$ cat config.mk
export PLATFORM = sky130hd
export DESIGN_NAME = score_keeper
export DESIGN_NICKNAME = d
export VERILOG_FILES = /design/src/rtl/game_pkg.sv /design/src/rtl/edge_detect.sv /design/src/rtl/score_keeper.sv
export SDC_FILE = /design/constraint.sdc
export NUM_CORES = 1
export LEC_CHECK = 0
export CAP_MARGIN = 5
export CORE_MARGIN = 3
export CORE_UTILIZATION = 53
export DETAILED_ROUTE_END_ITERATION = 10
export DONT_BUFFER_PORTS = 1
export PLACE_DENSITY = 0.7
export SYNTH_ARGS = -nofsm -noshare
export SYNTH_HDL_FRONTEND = slang
export SYNTH_SLANG_ARGS = --single-unit
$ cat constraint.sdc
create_clock -name clk -period 4.9 [get_ports clk]
set_clock_uncertainty 0.05 [all_clocks]
set_input_delay 1.225 -clock clk [delete_from_list [all_inputs] [get_ports clk]]
set_output_delay 1.225 -clock clk [all_outputs]
set_load 0.03 [all_outputs]
$ cat src/rtl/game_pkg.sv
// Shared types and constants for the tile-matching game score keeper:
// game-phase enum, mode digits and output widths.
package game_pkg;

    typedef enum logic [2:0] {
        IDLE = 3'd0,
        PLAY = 3'd1,
        WIN  = 3'd2,
        LOSE = 3'd3,
        QUIT = 3'd4
    } state_t;

    localparam logic [3:0] DIG_IDLE = 4'hF;
    localparam logic [3:0] DIG_PLAY = 4'h1;
    localparam logic [3:0] DIG_WIN  = 4'h2;
    localparam logic [3:0] DIG_LOSE = 4'h3;
    localparam logic [3:0] DIG_QUIT = 4'h4;

    localparam int SCORE_W = 6;
    localparam int LED_W   = 10;

    // Bit i of the result is set iff i < n.
    function automatic logic [LED_W-1:0] therm(input logic [3:0] n);
        logic [LED_W-1:0] t;
        for (int i = 0; i < LED_W; i++) begin
            t[i] = (i < int'(n));
        end
        return t;
    endfunction

endpackage

$ cat src/rtl/edge_detect.sv
// Rising-edge pulse generator; the history flop resets to RESET_VAL so a
// level already high when reset releases does not produce a pulse.
module edge_detect #(
    parameter logic RESET_VAL = 1'b1
) (
    input  logic clk,
    input  logic reset,
    input  logic d,
    output logic pulse
);

    logic d_q;

    always_ff @(posedge clk or posedge reset) begin
        if (reset) begin
            d_q <= RESET_VAL;
        end else begin
            d_q <= d;
        end
    end

    assign pulse = d && !d_q;

endmodule

$ cat src/rtl/score_keeper.sv
// Game-phase FSM, score, lives and LED blink source that feeds the display
// block; consumes match results from the board logic.
module score_keeper #(
    parameter int NUM_PAIRS        = 16,
    parameter int POINTS_PER_MATCH = 2,
    parameter int MAX_LIVES        = 10,
    parameter int BLINK_CYCLES     = 25000000
) (
    input  logic       clk,
    input  logic       reset,
    input  logic       start,
    input  logic       quit_req,
    input  logic       match_valid,
    input  logic       match_hit,
    output logic       match_ready,
    output logic       userquit,
    output logic       ingameOn,
    output logic       gameOver,
    output logic [3:0] hex0hldr,
    output logic [3:0] hex4hldr,
    output logic [3:0] hex5hldr,
    output logic [9:0] ledrhldr
);

    import game_pkg::*;

    localparam int CNT_W = (BLINK_CYCLES > 1) ? $clog2(BLINK_CYCLES) : 1;
    localparam logic [CNT_W-1:0]   CNT_LAST  = CNT_W'(BLINK_CYCLES - 1);
    localparam logic [SCORE_W:0]   SCORE_CAP = (SCORE_W+1)'(32);
    localparam logic [SCORE_W:0]   SCORE_INC = (SCORE_W+1)'(POINTS_PER_MATCH);
    localparam logic [5:0]         PAIRS_WIN = 6'(NUM_PAIRS);
    localparam logic [3:0]         LIVES_INI = 4'(MAX_LIVES);

    state_t               state, state_nxt;
    logic [SCORE_W-1:0]   score, score_nxt;
    logic [4:0]           pairs, pairs_nxt;
    logic [3:0]           lives, lives_nxt;
    logic [CNT_W-1:0]     blink_cnt, blink_cnt_nxt;
    logic                 blink_ph, blink_ph_nxt;
    logic                 start_edge;
    logic                 xfer;
    logic [SCORE_W:0]     score_sum;
    logic [5:0]           pairs_inc;

    edge_detect #(.RESET_VAL(1'b1)) u_start_edge (
        .clk   (clk),
        .reset (reset),
        .d     (start),
        .pulse (start_edge)
    );

    // Handshake: a match result transfers on a clock edge where match_valid
    // and match_ready are both high; match_ready is high only in PLAY with no
    // quit request, and match_hit is ignored unless match_valid is high.
    assign match_ready = (state == PLAY) && !quit_req;
    assign xfer        = match_valid && match_ready;
    assign score_sum   = {1'b0, score} + SCORE_INC;
    assign pairs_inc   = {1'b0, pairs} + 6'd1;

    always_ff @(posedge clk or posedge reset) begin
        if (reset) begin
            state     <= IDLE;
            score     <= '0;
            pairs     <= '0;
            lives     <= LIVES_INI;
            blink_cnt <= '0;
            blink_ph  <= 1'b0;
        end else begin
            state     <= state_nxt;
            score     <= score_nxt;
            pairs     <= pairs_nxt;
            lives     <= lives_nxt;
            blink_cnt <= blink_cnt_nxt;
            blink_ph  <= blink_ph_nxt;
        end
    end

    always_comb begin
        state_nxt     = state;
        score_nxt     = score;
        pairs_nxt     = pairs;
        lives_nxt     = lives;
        blink_cnt_nxt = blink_cnt;
        blink_ph_nxt  = blink_ph;
        case (state)
            IDLE, WIN, LOSE, QUIT: begin
                if (start_edge) begin
                    state_nxt     = PLAY;
                    score_nxt     = '0;
                    pairs_nxt     = '0;
                    lives_nxt     = LIVES_INI;
                    blink_cnt_nxt = '0;
                    blink_ph_nxt  = 1'b0;
                end else if (state == WIN) begin
                    if (blink_cnt == CNT_LAST) begin
                        blink_cnt_nxt = '0;
                        blink_ph_nxt  = !blink_ph;
                    end else begin
                        blink_cnt_nxt = blink_cnt + 1'b1;
                    end
                end
            end
            PLAY: begin
                if (quit_req) begin
                    state_nxt = QUIT;
                end else if (xfer) begin
                    if (match_hit) begin
                        // Score saturates rather than wrapping into the upper digit.
                        score_nxt = (score_sum > SCORE_CAP) ? SCORE_CAP[SCORE_W-1:0]
                                                            : score_sum[SCORE_W-1:0];
                        pairs_nxt = pairs_inc[4:0];
                        if (pairs_inc == PAIRS_WIN) begin
                            state_nxt     = WIN;
                            blink_cnt_nxt = '0;
                            blink_ph_nxt  = 1'b1;
                        end
                    end else if (lives <= 4'd1) begin
                        lives_nxt = '0;
                        state_nxt = LOSE;
                    end else begin
                        lives_nxt = lives - 4'd1;
                    end
                end
            end
            default: state_nxt = IDLE;
        endcase
    end

    always_comb begin
        userquit = (state == QUIT);
        ingameOn = (state == PLAY);
        gameOver = (state == WIN) || (state == LOSE);
        hex4hldr = score[3:0];
        hex5hldr = {2'b00, score[5:4]};
        hex0hldr = DIG_IDLE;
        ledrhldr = '0;
        case (state)
            PLAY: begin
                hex0hldr = DIG_PLAY;
                ledrhldr = therm(lives);
            end
            QUIT: begin
                hex0hldr = DIG_QUIT;
                ledrhldr = therm(lives);
            end
            WIN: begin
                hex0hldr = DIG_WIN;
                ledrhldr = {LED_W{blink_ph}};
            end
            LOSE: hex0hldr = DIG_LOSE;
            default: begin
                hex0hldr = DIG_IDLE;
                ledrhldr = '0;
            end
        endcase
    end

endmodule

==> results.sh, run 1 <==
export IMPL_drt_iter0_markers=107
export IMPL_r2r_end="blink_cnt[17]"
export IMPL_p_leak_nw=1.27
export IMPL_required_ps=3620
export IMPL_setup_violations=0
export IMPL_stdcell_count=394
export IMPL_post_drt_wl_per_cell_um=15.3
export IMPL_root_buffer="clkbuf_8"
export IMPL_vias=2445
export IMPL_drc=0
export IMPL_synth_edf_count=0
export IMPL_finalCoreUtilization_pct=57.6
export IMPL_r2r_slack_ps=1820
export IMPL_start_util_pct=56.8
export IMPL_first_pass_iters=4
export IMPL_grt_first_pass_wirelength_um=10300
export IMPL_die_area_um2=6630
export IMPL_rows=26
export IMPL_grt_antenna_before_repair=0
export IMPL_yosysTopAreaCell="dfrtp_1"
export IMPL_postCtsHoldBufs=0
export IMPL_cts_resized=0
export IMPL_min_path_type="register to register"
export IMPL_synth_top_area_share_pct=34.0
export IMPL_yosys_most_used_dff="dfrtp_1"
export IMPL_drive_above_1_share_pct=15.1
export IMPL_status="complete, no violations"
export IMPL_overflow=0
export IMPL_viasPerCell=6.21
export IMPL_finalHoldViolations=0
export IMPL_fin_setup_tns_ps=0
export IMPL_max_stage_delay_ps=820
export IMPL_netlist_area_um2=3010
export IMPL_tightestPinTransition_ps=960
export IMPL_pin_count=32
export IMPL_placed_cells=386
export IMPL_powerDensity_nw_per_um2=563
export IMPL_grt_max_degree=45
export IMPL_final_net_count=336
export IMPL_fp_dieH_um=81.4
export IMPL_port_buffers=0
export IMPL_crit_chain="xor2_1 > nor2b_1 > inv_1 > o21ai_0"
export IMPL_cts_tree="built"
export IMPL_slew_headroom_pct=35.3
export IMPL_path_clk_slew_ps=90
export IMPL_htree_levels=2
export IMPL_cp_arrival_ps=2540
export IMPL_die_x_um=81.4
export IMPL_grt_pass1_vias=2264
export IMPL_core_um2=5300
export IMPL_cpMaxStageDelayCell="o21ai_0"
export IMPL_post_cts_setup_buffer_count=0
export IMPL_worst_r2r_path_depth=7
export IMPL_numCtsBuffers=5
export IMPL_seq_area_um2=1100
export IMPL_slew_viol_final=0
export IMPL_power_w=0.00172
export IMPL_ys_ff_latch=44
export IMPL_min_to="blink_cnt[21]"
export IMPL_min_path_cells=1
export IMPL_synth_distinct_cells=72
export IMPL_clock_fmax_ghz=0.262
export IMPL_yosysSeqAreaShare_pct=36.7
export IMPL_drt_total_wl_um=6020
export IMPL_hold_start="blink_cnt[21]"
export IMPL_min_period_ps=3810
export IMPL_post_route_period_util_pct=77.8
export IMPL_crit_type="register to primary output"
export IMPL_multi_input_area_um2=1720
export IMPL_nFillCells=466
export IMPL_diodes=0
export IMPL_dpl_hpwl_um=4100
export IMPL_rsz0062_at_grt="no"
export IMPL_yosys_top_cells_area="dfrtp_1 34%, o31ai_2 6.6%, o21ai_0 5.5%, nand2_1 3.9%, nor2_1 3.2%"
export IMPL_clkSinkCount=44
export IMPL_async_flop_share_pct=100
export IMPL_worstReg2RegStart="blink_cnt[0]"
export IMPL_yosys_warnings=0
export IMPL_syn_area_per_cell_um2=9.13
export IMPL_synth_common_cells="41 x dfrtp_1, 33 x o21ai_0, 31 x nand2_1"
export IMPL_cp_start_kind="register"
export IMPL_cts_max_path_buffers=2
export IMPL_globalRouteTotalUtil_pct=19.4
export IMPL_ir_drop_v=0.000572
export IMPL_area_delta_synth_final_pct=1.37
export IMPL_cp_max_fo=13
export IMPL_cap_violations=0
export IMPL_critPathCaptureType="primary output"
export IMPL_ant_nets=0
export IMPL_insertion_delay_ps=300
export IMPL_syn_inst=330
export IMPL_synth_most_common_cell="dfrtp_1"
export IMPL_gp_congestion=0.787
where the power goes:
| part | internal [W] | total [W] | switching (W) |
|---|---|---|---|
| Sequential | 0.000425 | 0.000541 | 0.000115 |
| Clock | 0.0000999 | 0.000228 | 0.000128 |
| Combinational | 0.000234 | 0.000952 | 0.000717 |
metrics by stage:
stage | instance area [µm²] | hold slack [ps] | worst slack (ps)
floorplan | 3020 | 391 | 1650
global placement | 2970 | 405 | 1520
detailed placement | 2970 | 421 | 1430
CTS | 3060 | 434 | 1100
global route | 3060 | 462 | 953
finish | 3060 | 427 | 1090
layout by cell type (no fill, tap or decap), types with 4 or more instances in the layout:
cell type / netlist / final
o21ai_1: 12 / 12
o21ai_0: 33 / 33
clkbuf_8: 0 / 5
nor3_1: 4 / 4
o41ai_1: 4 / 4
a31oi_1: 4 / 4
inv_1: 9 / 8
nand2_1: 31 / 31
nand2b_1: 4 / 4
and4_1: 4 / 4
o31ai_2: 16 / 16
nand3_1: 15 / 15
nor2_1: 26 / 26
ha_1: 7 / 7
a21oi_1: 15 / 15
dfrtp_1: 41 / 41
nor2b_1: 7 / 7
and2_1: 4 / 4
nand4_1: 7 / 7
per-layer routing:
metal	share of wire (%)	global-route usage, %
met1	49	26.2
met4	1.5	5.57
met5	0	0
met3	4.8	3.95
met2	44	31.6
area by class of cell:
type,count,area share (%)
clock buffers,6,2.38
clock inverters,2,0.410
inverters,10,1.23
multi-input cells,259,56.2
flip-flops and latches,44,36.2
well taps,70,2.87
repair buffers,3,0.737
worst max-delay path, delay by kind of cell (launching register included):
family | cells | cell delay [ps]
buf+inv | 1 | 280
compound gates | 1 | 820
simple gates | 1 | 390
xor+xnor | 1 | 170
flops | 1 | 590
worst max path at each step:
stage	start	endpoint	slack, ps	cells after the start
6_report	state[0]	ledrhldr[1]	1090	4
5_1_grt	state[0]	ledrhldr[1]	950	4
4_1_cts	state[0]	ledrhldr[1]	1100	4
3_5_place_dp	state[0]	ledrhldr[1]	1430	4
3_3_place_gp	state[0]	ledrhldr[1]	1520	4
2_1_floorplan	state[0]	ledrhldr[1]	1650	5
flip-flops by register name, indices dropped and copies added, names as in the netlist:
register / count
blink_cnt: 25
pairs: 5
lives: 4
u_start_edge.d_q: 1
state: 3
score: 5
blink_ph: 1
logic make-up (layout without fill, tap and decap cells):
family	after synthesis	count (layout)	share of synthesized area, %
compound gates	113	113	27.5
xor+xnor	1	1	0.291
fa+ha+maj	7	7	2.91
buf+inv	29	21	6.60
flops	44	44	36.7
mux	1	1	0.374
other cells	1	3	0.124
simple gates	134	134	25.5
No activity file was read; power rests on OpenSTA's default activity.
==> run 2, diff against run 1 <==
- clock period: 4.9 -> 3.52 ns (I/O delays scaled with it)
==> results.sh, run 2 (synthesized netlist as in run 1, its figures left out) <==
export IMPL_globalRouteTotalUtil_pct=20.4
export IMPL_grt_first_pass_wirelength_um=10700
export IMPL_port_buffers=0
export IMPL_first_pass_iters=4
export IMPL_fin_setup_tns_ps=0
export IMPL_start_util_pct=56.8
export IMPL_cpMaxStageDelayCell="o211ai_1"
export IMPL_drt_iter0_markers=168
export IMPL_max_stage_delay_ps=610
export IMPL_cts_resized=0
export IMPL_clkSinkCount=44
export IMPL_min_path_type="register to register"
export IMPL_die_x_um=81.4
export IMPL_drc=0
export IMPL_cp_num_buf_inv=1
export IMPL_power_w=0.00256
export IMPL_viasPerCell=6.03
export IMPL_finalHoldViolations=0
export IMPL_insertion_delay_ps=300
export IMPL_post_cts_setup_buffer_count=0
export IMPL_pin_count=32
export IMPL_cp_start_kind="register"
export IMPL_cap_violations=0
export IMPL_htree_levels=2
export IMPL_slew_viol_final=0
export IMPL_fp_dieH_um=81.4
export IMPL_tightestPinTransition_ps=789
export IMPL_finalCoreUtilization_pct=59.2
export IMPL_cts_tree="built"
export IMPL_post_route_period_util_pct=92.8
export IMPL_overflow=0
export IMPL_drt_total_wl_um=6060
export IMPL_largest_reg_flops=25
export IMPL_final_net_count=345
export IMPL_clock_fmax_ghz=0.306
export IMPL_required_ps=2590
export IMPL_hold_slack_ps=434
export IMPL_crit_family="compound AO/OA/AOI/OAI gates"
export IMPL_final_common_cell="dfrtp_1"
export IMPL_area_delta_synth_final_pct=4.11
export IMPL_setup_violations=0
export IMPL_min_period_ps=3270
export IMPL_postCtsHoldBufs=0
export IMPL_path_clk_slew_ps=90
export IMPL_drive_above_1_share_pct=17.4
export IMPL_vias=2430
export IMPL_slew_headroom_pct=47.1
export IMPL_status="complete, no violations"
export IMPL_cp_arrival_ps=2340
export IMPL_grt_antenna_before_repair=0
export IMPL_diodes=0
export IMPL_rsz0062_at_grt="no"
export IMPL_mostFrequentLayoutCells="41 x dfrtp_1, 33 x o21ai_0, 31 x nand2_1"
export IMPL_core_um2=5300
export IMPL_pre_cts_ws_ps=581
export IMPL_gp_congestion=0.852
export IMPL_dpl_hpwl_um=4310
export IMPL_root_buffer="clkbuf_8"
export IMPL_cp_max_fo=13
export IMPL_reg_largest_list="blink_cnt: 25 flops, pairs: 5 flops, score: 5 flops"
export IMPL_grt_max_degree=28
export IMPL_powerDensity_nw_per_um2=814
export IMPL_ant_nets=0
export IMPL_post_drt_wl_per_cell_um=15.0
export IMPL_setup_ws_ps=254
export IMPL_rows=26
export IMPL_largest_register="blink_cnt"
export IMPL_p_leak_nw=1.33
export IMPL_critPathCaptureType="primary output"
export IMPL_crit_chain="xor2_1 > nor2b_1 > inv_1 > o211ai_1"
export IMPL_crit_type="register to primary output"
export IMPL_numCtsBuffers=5
export IMPL_ir_drop_v=0.000904
export IMPL_die_area_um2=6630
export IMPL_cts_max_path_buffers=2
export IMPL_grt_pass1_vias=2292
==> run 2: cell type report <==
class / instances / area [µm²]
fill: 490 / 2160
multi-input combinational: 259 / 1720
sequential: 44 / 1100
clock buffer: 8 / 100
timing repair buffer: 12 / 90.1
tap: 70 / 87.6
inverter: 10 / 37.5
==> run 2: per-layer routing <==
metal / GRT usage (%) / vias to the layer above / wire length, µm
li1: - / 1205 / -
met4: 4.39 / 0 / 53
met2: 32.6 / 57 / 2680
met3: 4.61 / 6 / 310
met5: 0 / - / 0
met1: 28.3 / 1162 / 3010
==> run 2: path summary, 6_finish.rpt <==
kind | cells after the start | startpoint | slack [ps] | endpoint
hold / removal | 1 | blink_cnt[14] | 430 | blink_cnt[14]
max in group asynchronous | 2 | reset | 2240 | blink_cnt[16]
hold reg to reg | 1 | blink_cnt[14] | 430 | blink_cnt[14]
setup reg to reg | 7 | state[0] | 1060 | blink_cnt[7]
min in group asynchronous | 1 | reset | 470 | blink_cnt[3]
setup / recovery | 4 | state[0] | 250 | ledrhldr[0]
==> run 2: where the power goes <==
| group | switching, W | internal [W] | total [W] |
|---|---|---|---|
| clock network | 0.000172 | 0.000179 | 0.000351 |
| logic | 0.00102 | 0.000428 | 0.00145 |
| registers | 0.000161 | 0.000592 | 0.000753 |
==> run 2: per-stage QoR <==
step           instance area, µm²  instances
2_1_floorplan                3020        332
3_3_place_gp                 3040        395
3_5_place_dp                 3040        395
4_1_cts                      3140        403
5_1_grt                      3140        403
6_report                     3140        403
==> run 3, diff against run 2 <==
- CAP_MARGIN: 5 -> 20
==> results of run 3 <==
The final DEF is identical to that of run 2; final timing and power are the same.
